`config.mk`:
```
export PLATFORM = sky130hd
export DESIGN_NAME = timer_scheduler
export DESIGN_NICKNAME = d
export VERILOG_FILES = /design/src/rtl/timer_scheduler.sv
export SDC_FILE = /design/constraint.sdc
export NUM_CORES = 1
export LEC_CHECK = 0
export CORE_MARGIN = 8
export CORE_UTILIZATION = 47
export CTS_CLUSTER_SIZE = 20
export DETAILED_ROUTE_END_ITERATION = 10
export PLACE_DENSITY_LB_ADDON = 0.25
export REMOVE_ABC_BUFFERS = 1
export SETUP_SLACK_MARGIN = 0.1
export SYNTH_ARGS = -nofsm -noshare
export SYNTH_HDL_FRONTEND = slang
export SYNTH_SLANG_ARGS = --single-unit
export TNS_END_PERCENT = 100
```
`constraint.sdc`:
```
create_clock -name clk -period 3.4 [get_ports clk]
set_input_delay 0.34 -clock clk [delete_from_list [all_inputs] [get_ports clk]]
set_output_delay 0.34 -clock clk [all_outputs]
set_load 0.01 [all_outputs]
```
`src/rtl/timer_scheduler.sv`:
```
// Shared 16-bit countdown engine with round-robin arbitration between NUM_REQ requesters.
// Only req_ready is combinational; every other output comes straight from a flop.
module timer_scheduler #(
   parameter int unsigned NUM_REQ  = 4,
   parameter int unsigned CNT_W    = 16,
   parameter int unsigned PRESCALE = 1
) (
   input  logic                       clk,
   input  logic                       reset,
   input  logic [NUM_REQ-1:0]         req_valid,
   input  logic [NUM_REQ*CNT_W-1:0]   req_val,
   output logic [NUM_REQ-1:0]         req_ready,
   input  logic [NUM_REQ-1:0]         abort,
   input  logic                       irq_clr,
   output logic [NUM_REQ-1:0]         done,
   output logic                       irq,
   output logic                       busy,
   output logic [$clog2(NUM_REQ)-1:0] owner,
   output logic [CNT_W-1:0]           count
);

   localparam int unsigned OW = $clog2(NUM_REQ);

   typedef enum logic [1:0] {StIdle, StCount, StDone} state_e;

   state_e             state_q, state_d;
   logic [OW-1:0]      rr_ptr_q, rr_ptr_d;
   logic [OW-1:0]      owner_q, owner_d;
   logic [15:0]        psc_q, psc_d;
   logic [CNT_W-1:0]   count_q, count_d;
   logic [NUM_REQ-1:0] done_q, done_d;
   logic               irq_q, irq_d;
   logic               busy_q, busy_d;

   logic [OW-1:0]      grant_idx, cand_idx, next_ptr;
   logic [CNT_W-1:0]   load_val;
   logic               grant_any, tick;
   int unsigned        cand;

   // First valid requester at or above rr_ptr, wrapping around.
   always_comb begin
      grant_any = 1'b0;
      grant_idx = '0;
      cand      = 0;
      cand_idx  = '0;
      for (int unsigned i = 0; i < NUM_REQ; i++) begin
         cand = int'(rr_ptr_q) + i;
         if (cand >= NUM_REQ) cand = cand - NUM_REQ;
         cand_idx = cand[OW-1:0];
         if (!grant_any && req_valid[cand_idx]) begin
            grant_any = 1'b1;
            grant_idx = cand_idx;
         end
      end
   end

   // A zero load would never expire, so it is promoted to one tick.
   always_comb begin
      load_val = req_val[int'(grant_idx)*CNT_W +: CNT_W];
      if (load_val == '0) load_val = CNT_W'(1);
   end

   assign tick     = (psc_q == 16'(PRESCALE - 1));
   assign next_ptr = (owner_q == OW'(NUM_REQ - 1)) ? '0 : owner_q + OW'(1);

   always_comb begin
      state_d   = state_q;
      rr_ptr_d  = rr_ptr_q;
      owner_d   = owner_q;
      psc_d     = psc_q;
      count_d   = count_q;
      busy_d    = busy_q;
      done_d    = '0;
      req_ready = '0;
      irq_d     = irq_clr ? 1'b0 : irq_q;

      unique case (state_q)
         StIdle: begin
            if (grant_any) begin
               req_ready[grant_idx] = 1'b1;
               owner_d              = grant_idx;
               count_d              = load_val;
               psc_d                = '0;
               busy_d               = 1'b1;
               state_d              = StCount;
            end
         end
         StCount: begin
            // Abort beats a coinciding final tick: the job is dropped silently.
            if (abort[owner_q]) begin
               state_d  = StIdle;
               busy_d   = 1'b0;
               count_d  = '0;
               psc_d    = '0;
               rr_ptr_d = next_ptr;
            end else begin
               psc_d = tick ? '0 : psc_q + 16'd1;
               if (tick && count_q != '0) begin
                  count_d = count_q - CNT_W'(1);
                  if (count_q == CNT_W'(1)) begin
                     state_d         = StDone;
                     done_d[owner_q] = 1'b1;
                  end
               end
            end
         end
         StDone: begin
            irq_d    = 1'b1;
            rr_ptr_d = next_ptr;
            busy_d   = 1'b0;
            state_d  = StIdle;
         end
         default: state_d = StIdle;
      endcase

      if (reset) req_ready = '0;
   end

   always_ff @(posedge clk) begin
      if (reset) begin
         state_q  <= StIdle;
         rr_ptr_q <= '0;
         owner_q  <= '0;
         psc_q    <= '0;
         count_q  <= '0;
         done_q   <= '0;
         irq_q    <= 1'b0;
         busy_q   <= 1'b0;
      end else begin
         state_q  <= state_d;
         rr_ptr_q <= rr_ptr_d;
         owner_q  <= owner_d;
         psc_q    <= psc_d;
         count_q  <= count_d;
         done_q   <= done_d;
         irq_q    <= irq_d;
         busy_q   <= busy_d;
      end
   end

   assign done  = done_q;
   assign irq   = irq_q;
   assign busy  = busy_q;
   assign owner = owner_q;
   assign count = count_q;

endmodule
```
==> impl_metrics.toml <==
[run_status]
outcome = "complete, no violations"

[synthesis]
synthMuxAreaShare_pct = 2.01
ys_seq_elements = 44
netlist_top_cells_count = "nor2_1 (60), nand2_1 (47), dfxtp_1 (44)"
yosys.area_share.simple_pct = 31.0
synth_xor_area_share_pct = 4.51
avgSynthCellArea_um2 = 7.35
synth-main-ff-cell = "dfxtp_1"
yosysUniqueCellTypes = 47
yosys_warnings = 0
yosys.area_share.adder_pct = 4.83
synth_top_area_share_pct = 28.3
synth_top_family_by_area = "simple AND/OR/NAND/NOR gates"
yosysMostFrequentCell = "nor2_1"
synth_area_mm2 = 0.00311
yosysTopAreaCell = "dfxtp_1"
synth_edf_count = 0
synthTopCellsByArea = "dfxtp_1 (28%), nor2_1 (7.2%), a21oi_1 (5.8%)"
ys_seq_area_share_pct = 28.3
synthArstFlopShare_pct = 0
synth_compound_area_share_pct = 23.9
syn_inst = 423

[setup_path]
cp_max_fo = 12
critPathLaunchType = "primary input"
cp.arrival_ps = 3170
end_kind = "flip-flop"
crit_type = "primary input to flip-flop"
crit_required_ps = 3630

[cells_and_area]
drive_above_1_share_pct = 5.02
diodes = 0
fin_nets = 605
postLayoutCoreUtil_pct = 66.8
area_delta_synth_final_pct = 37.2

[routing]
vias = 3483
viasPerCell = 5.85
drt_iter0_drc = 248
antenna_left = 0
wirelength_um = 9730
avgRoutedWirePerCell_um = 16.4
first_pass_iters = 5
drc = 0

[timing]
timing.hold.ws_ps = 506
layout_min_cycle_time_ps = 2940
max_freq_ghz = 0.340
worst_pin_slew_ps = 612
rsz0062_at_grt = "no"
final_hold_viol_count = 0
finClkSkew_ps = 8.56
fin_setup_tns_ps = 0
slew_viol_final = 0
layout_setup_ws_ps = 459
max_slew_margin_pct = 59.2
finalCritPeriodShare_pct = 86.5
setup_violations = 0

[cts]
cts_tree = "done"
root_buffer = "clkbuf_8"
cts_buffer_depth = 2
clock_latency_ps = 300
ctsResizeCount = 0
cts_num_sinks = 44
cts_buffers = 5
clkTransAtPathRegs_ps = 80
cts_hold_buffers = 0
post_cts_buffers = 0
h-tree-depth = 2

[grt]
grt_pass1_wl_um = 15600
grt-ovfl-total = 0
grt_pass1_vias = 3326
grt_max_degree = 27
grt_usage_pct = 19.5
antenna_found_initial = 0

[place]
portBuffers = 102
hpwl_um = 7560
gp_congestion = 0.869
dp_slack_ps = 187

[flow_run]
drv_cap = 0

[floorplan]
top_level_ports = 103
num_rows = 29
core_mm2 = 0.00639
die_width_um = 97.4
chipHeight_um = 97.4
start_util_pct = 48.7
dieArea_mm2 = 0.00948

[worst_hold_path]
hp-class = "flip-flop to flip-flop"

[power_and_ir_drop]
ir_worst_vdd_v = 0.000248
leakage_nw = 1.63
powerDensity_mw_per_mm2 = 408
## per-layer routing
metal	GRT usage, %	vias to the layer above	share of wire [%]
li1	-	1713	-
met1	22.5	1623	43
met2	33.9	126	48
met3	4.55	21	6.2
met4	7.23	0	2.5
met5	0	-	0
## cell type report
type / count / area [µm²]
clock buffers: 6 / 72.6
repair buffers: 113 / 1100
clock inverters: 1 / 5.00
well taps: 77 / 96.3
multi-input cells: 341 / 2060
fillers: 565 / 2120
inverters: 13 / 48.8
flip-flops and latches: 44 / 881
## layout by cell type, fill, tap and decap left out, drive strengths merged, types with 10 or more instances in the layout
master           n
clkdlybuf4s50  102
nor2            60
nand2           47
dfxtp           44
a21oi           36
o21ai           22
nand3           15
inv             13
and3            12
ha              12
nor4            11
buf             11
nor3            10
xnor2           10
## power breakdown
| part | internal, mW | leakage [nW] | switching, mW |
|---|---|---|---|
| sequential | 0.563 | 0.359 | 0.0680 |
| combinational | 0.390 | 1.23 | 0.406 |
| clock | 0.140 | 0.0410 | 0.172 |
| total | 1.09 | 1.63 | 0.647 |
## cell families after synthesis
logic type                 Yosys count
and+or+nand+nor                    197
muxes                                5
DFF                                 44
AOI/OAI and AO/OA                  111
xor gates and xnor gates            16
adders and majority gates           12
buffers and inverters               38
## worst paths after layout
check / startpoint / to / slack [ps] / depth (start not counted)
max reg2reg: rr_ptr_q[1]$_SDFFE_PP0P_ / count[0]$_SDFFE_PP0P_ / 590 / 8
max: req_valid[0] / count[0]$_SDFFE_PP0P_ / 460 / 10
min: count[10]$_SDFFE_PP0P_ / count[10]$_SDFFE_PP0P_ / 510 / 2
min reg2reg: count[10]$_SDFFE_PP0P_ / count[10]$_SDFFE_PP0P_ / 510 / 2
## registers in the layout, indices dropped and copies added, names as in the netlist
name,cells
psc_q,16
irq,1
busy,1
state_q,2
owner,2
done,4
rr_ptr_q,2
count,16
## stage by stage
stage                     instance area, µm²  total power [mW]  std cells
after global routing                    4270              1.85        595
final                                   4270              1.74        595
after detailed placement                4190              1.43        588
after floorplan                         2990              1.08        398
after CTS                               4270              1.74        595
after global placement                  4190              1.41        588
## critical path, cell delays in order
cell and delay, ps:
clkdlybuf4s50_1 460, nor2b_1 180, or4_1 610, buf_4 240, nand3_1 90, a32oi_1 130
nor4_1 380, nand4_1 130, or3_1 410, a211oi_2 200
No activity file was read; power rests on OpenSTA's default activity.
